`src/rtl/debounce_sync.sv`:
```
// Raw asynchronous input -> synchroniser chain -> stability-counter debouncer.
// Emits a clean level plus single-cycle rise/fall pulses, all registered.
module debounce_sync #(
   parameter int SYNC_STAGES   = 2,
   parameter int STABLE_CYCLES = 16
) (
   input  logic clk,
   input  logic rst,
   input  logic btn_in,
   output logic d_out,
   output logic rise_pulse,
   output logic fall_pulse,
   output logic busy
);

   localparam int CNT_W = $clog2(STABLE_CYCLES + 1);
   localparam logic [CNT_W-1:0] CNT_LAST = CNT_W'(STABLE_CYCLES - 1);
   localparam logic [CNT_W-1:0] CNT_ONE  = CNT_W'(1);

   typedef enum logic [1:0] {
      IDLE_LO = 2'd0,
      WAIT_HI = 2'd1,
      IDLE_HI = 2'd2,
      WAIT_LO = 2'd3
   } state_t;

   logic [SYNC_STAGES-1:0] s;
   logic                   s_sync;

   state_t           state, state_nxt;
   logic [CNT_W-1:0] cnt, cnt_nxt;
   logic             d_nxt, rise_nxt, fall_nxt, busy_nxt;

   // Plain shift chain: nothing may sit between synchroniser flops.
   always_ff @(posedge clk) begin
      if (rst) s <= '0;
      else     s <= {s[SYNC_STAGES-2:0], btn_in};
   end

   assign s_sync = s[SYNC_STAGES-1];

   always_ff @(posedge clk) begin
      if (rst) begin
         state      <= IDLE_LO;
         cnt        <= '0;
         d_out      <= 1'b0;
         rise_pulse <= 1'b0;
         fall_pulse <= 1'b0;
         busy       <= 1'b0;
      end else begin
         state      <= state_nxt;
         cnt        <= cnt_nxt;
         d_out      <= d_nxt;
         rise_pulse <= rise_nxt;
         fall_pulse <= fall_nxt;
         busy       <= busy_nxt;
      end
   end

   always_comb begin
      state_nxt = state;
      cnt_nxt   = cnt;
      d_nxt     = d_out;
      rise_nxt  = 1'b0;
      fall_nxt  = 1'b0;
      case (state)
         IDLE_LO: begin
            d_nxt = 1'b0;
            if (s_sync) begin
               state_nxt = WAIT_HI;
               cnt_nxt   = CNT_ONE;
            end
         end
         WAIT_HI: begin
            if (!s_sync) begin
               state_nxt = IDLE_LO;
               cnt_nxt   = '0;
            end else if (cnt == CNT_LAST) begin
               state_nxt = IDLE_HI;
               d_nxt     = 1'b1;
               rise_nxt  = 1'b1;
               cnt_nxt   = '0;
            end else begin
               cnt_nxt = cnt + CNT_ONE;
            end
         end
         IDLE_HI: begin
            d_nxt = 1'b1;
            if (!s_sync) begin
               state_nxt = WAIT_LO;
               cnt_nxt   = CNT_ONE;
            end
         end
         WAIT_LO: begin
            if (s_sync) begin
               state_nxt = IDLE_HI;
               cnt_nxt   = '0;
            end else if (cnt == CNT_LAST) begin
               state_nxt = IDLE_LO;
               d_nxt     = 1'b0;
               fall_nxt  = 1'b1;
               cnt_nxt   = '0;
            end else begin
               cnt_nxt = cnt + CNT_ONE;
            end
         end
         default: begin
            state_nxt = IDLE_LO;
            cnt_nxt   = '0;
            d_nxt     = 1'b0;
         end
      endcase
      // busy tracks the registered state, so derive it from the next state.
      busy_nxt = (state_nxt == WAIT_HI) || (state_nxt == WAIT_LO);
   end

endmodule

```
`config.mk`:
```
export PLATFORM = sky130hd
export DESIGN_NAME = debounce_sync
export DESIGN_NICKNAME = d
export VERILOG_FILES = /design/src/rtl/debounce_sync.sv
export SDC_FILE = /design/constraint.sdc
export NUM_CORES = 1
export LEC_CHECK = 0
export ABC_AREA = 1
export CAP_MARGIN = 20
export CORE_AREA = 2 2 39 41
export CTS_CLUSTER_SIZE = 24
export DETAILED_ROUTE_END_ITERATION = 10
export DIE_AREA = 0 0 41 43
export GPL_ROUTABILITY_DRIVEN = 0
export PLACE_DENSITY = 0.7
export SYNTH_ARGS = -nofsm -noshare
export SYNTH_HDL_FRONTEND = slang
export SYNTH_SLANG_ARGS = --single-unit
```
`constraint.sdc`:
```
create_clock -name clk -period 1.8 [get_ports clk]
set_clock_uncertainty 0.2 [all_clocks]
set_input_delay 0.54 -clock clk [delete_from_list [all_inputs] [get_ports clk]]
set_output_delay 0.54 -clock clk [all_outputs]
set_load 0.03 [all_outputs]
```
==> flow_summary.toml <==
[run_status]
status = "complete, no violations"

[timing]
worst_slew_pin_slew_ns = 0.354
report.final.slew_viol_count = 0
setup_viol = 0
finalCritPeriodShare_pct = 97.1
period_needed_ns = 1.75
tns_ns = 0
rsz0062_at_grt = "false"
clock.fmax_mhz = 572
final_hold_viol_count = 0
fin_ws_ns = 0.0522
slew_headroom_pct = 76.3

[global_routing]
grt_pass1_wl_um = 2080
antenna_found_initial = 0
grt_use_total_pct = 17.4
grt_pass1_vias = 511
grt_max_degree = 10
grt_overflow = 0

[power_and_ir_drop]
ir_worst_vdd_mv = 0.372
powerDensity_mw_per_mm2 = 789
leakage_uw = 0.000349
power_uw = 600

[drt]
ant_nets = 0
drt-initial-drc-count = 15
drc = 0
viasPerCell = 5.31
vias = 579
drt_first_pass_iters = 4
routed_wirelength_um = 1270
wire_per_inst_um = 11.7

[clock_network]
root_buffer = "clkbuf_4"
insertion_delay_ns = 0.27
path_clk_slew_ns = 0.08
ctsHoldBuffers = 0
cts.sinks = 12
h-tree-depth = 1
cts_buffers = 3
cts_setup_buffers = 0
cts_tree = "done"
post_cts_resized = 3
clk_path_buf_depth = 2

[place]
dpl_worst_slack_ns = 0.0555
dp_hpwl_um = 958
io_buffers = 6
dp.cells = 105

[finish]
num-nets-final = 103
finalNonFillerCells = 109
antenna_cells = 0
drive_gt1_share_pct = 12.9
synthToLayoutAreaGrowth_pct = 16.9

[setup_path]
cp_slowest_stage_delay_ns = 0.40
arrival_ns = 1.01
worst-setup-path-type = "flip-flop to output port"
cp_num_buf_inv = 1
startpoint = "d_out$_SDFFE_PP0P_"
path_delay_family = "buffers and inverters"
start_kind = "flip-flop"
rr_startpoint = "state[0]$_SDFF_PP0_"
crit_chain = "dlygate4sd2_1"
ff2ff_path_depth = 7
end_kind = "output port"
crit_required_ns = 1.06
crit_slowest_cell = "dlygate4sd2_1"
cp.depth = 1
crit_fanout = 2

[die]
coreArea_mm2 = 0.00138
core.rowCount = 14
ios = 7
start_util_pct = 47.0
dieHeight_um = 43
die_x_um = 41
die_area_mm2 = 0.00176

[job]
cap_violations = 0

[synth]
synth_cells = 83
synth.avg_cell_area_um2 = 7.84
yosys_warnings = 0
synth_seq_cells = 12
synth_area_um2 = 651
synth.net_count = 92
yosysSeqAreaShare_pct = 36.9
synth.distinct_cells = 24

[hold_path]
hold_start = "s[0]$_SDFF_PP0_"
hold_class = "flip-flop to flip-flop"
min_path_cells = 2
-- worst paths after layout --
check,slack (ns),endpoint
worst min-delay path,0.22,s[1]$_SDFF_PP0_
worst max-delay path,0.05,d_out
worst max register to register,0.16,cnt[2]$_SDFFE_PP0P_
worst min register to register,0.22,s[1]$_SDFF_PP0_
-- synthesized netlist by cell type, drive strengths merged --
cell	number	area share, %
o21ai	6	5.8
nor4	1	0.96
nand3	5	3.8
xnor2	1	1.3
clkbuf	1	0.58
nand2	15	8.7
nand3b	1	1.2
inv	16	9.2
o31ai	1	1.2
nor3	2	1.5
nand4	2	4.2
a21oi	7	6.0
o211ai	1	1.2
a211oi	1	1.2
dfxtp	12	37
nor2	2	1.2
buf	1	1.7
ha	6	12
a31oi	2	1.9
-- state kept, by name, summed over array words and instances, names as in the netlist --
name        cells
state           2
d_out           1
s               2
fall_pulse      1
cnt             5
rise_pulse      1
-- area by class of cell --
class | count | area, µm²
clock buffers | 4 | 36.3
multi-input cells | 53 | 335
well taps | 16 | 20.0
flip-flops and latches | 12 | 240
fillers | 127 | 623
repair buffers | 8 | 68.8
inverters | 16 | 60.1
-- power by group --
group          switching, µW  internal [µW]  total (µW)  leakage (µW)
registers               13.2            276         290     0.0000976
clock network           95.9            123         219     0.0000210
logic                   56.9           35.1        92.0      0.000230
-- cells in the final DEF, fill, tap and decap left out --
cell / netlist / layout
clkbuf_8: 0 / 1
o21ai_1: 1 / 1
xnor2_1: 1 / 1
nor3_1: 2 / 2
ha_1: 6 / 6
nand4_1: 1 / 1
o21ai_0: 3 / 3
dfxtp_1: 12 / 12
clkbuf_4: 0 / 3
nand2_1: 15 / 15
nand3_1: 5 / 5
a21oi_1: 6 / 6
buf_4: 0 / 3
inv_1: 15 / 15
dlygate4sd2_1: 0 / 3
a211oi_1: 1 / 1
o31ai_1: 1 / 1
a21oi_2: 1 / 1
inv_2: 1 / 1
nand4_4: 1 / 1
o21ai_2: 2 / 2
nor4_1: 1 / 1
clkdlybuf4s50_1: 0 / 2
nand3b_1: 1 / 1
o211ai_1: 1 / 1
nor2_1: 2 / 2
a31oi_1: 2 / 2
-- kinds of logic (layout without fill, tap and decap cells) --
group | count (synthesis) | after routing | share of synthesized area (%)
buffers and inverters | 18 | 28 | 11.5
xor gates and xnor gates | 1 | 1 | 1.35
adders and majority gates | 6 | 6 | 11.5
DFF | 12 | 12 | 36.9
AOI/OAI and AO/OA | 18 | 18 | 17.1
and+or+nand+nor | 28 | 28 | 21.5
-- stage by stage --
| stage | instance area (µm²) | hold WS (ns) | utilization (%) |
|---|---|---|---|
| floorplan | 651 | 0.188 | - |
| global placement | 728 | 0.195 | 52.6 |
| detailed placement | 728 | 0.206 | 52.6 |
| CTS | 761 | 0.221 | 55.0 |
| global route | 761 | 0.246 | 55.0 |
| finish | 761 | 0.219 | 55.0 |
-- metal layers --
metal	wire (µm)	vias to the layer above	global-route usage, %	part of all wire, %
li1	-	295	-	-
met3	17	4	3.14	1.3
met1	599	271	20.8	47
met2	640	9	27.5	50
met5	0	-	0	0
met4	15	0	10.0	1.2
Power figures use the tool's default switching activity.
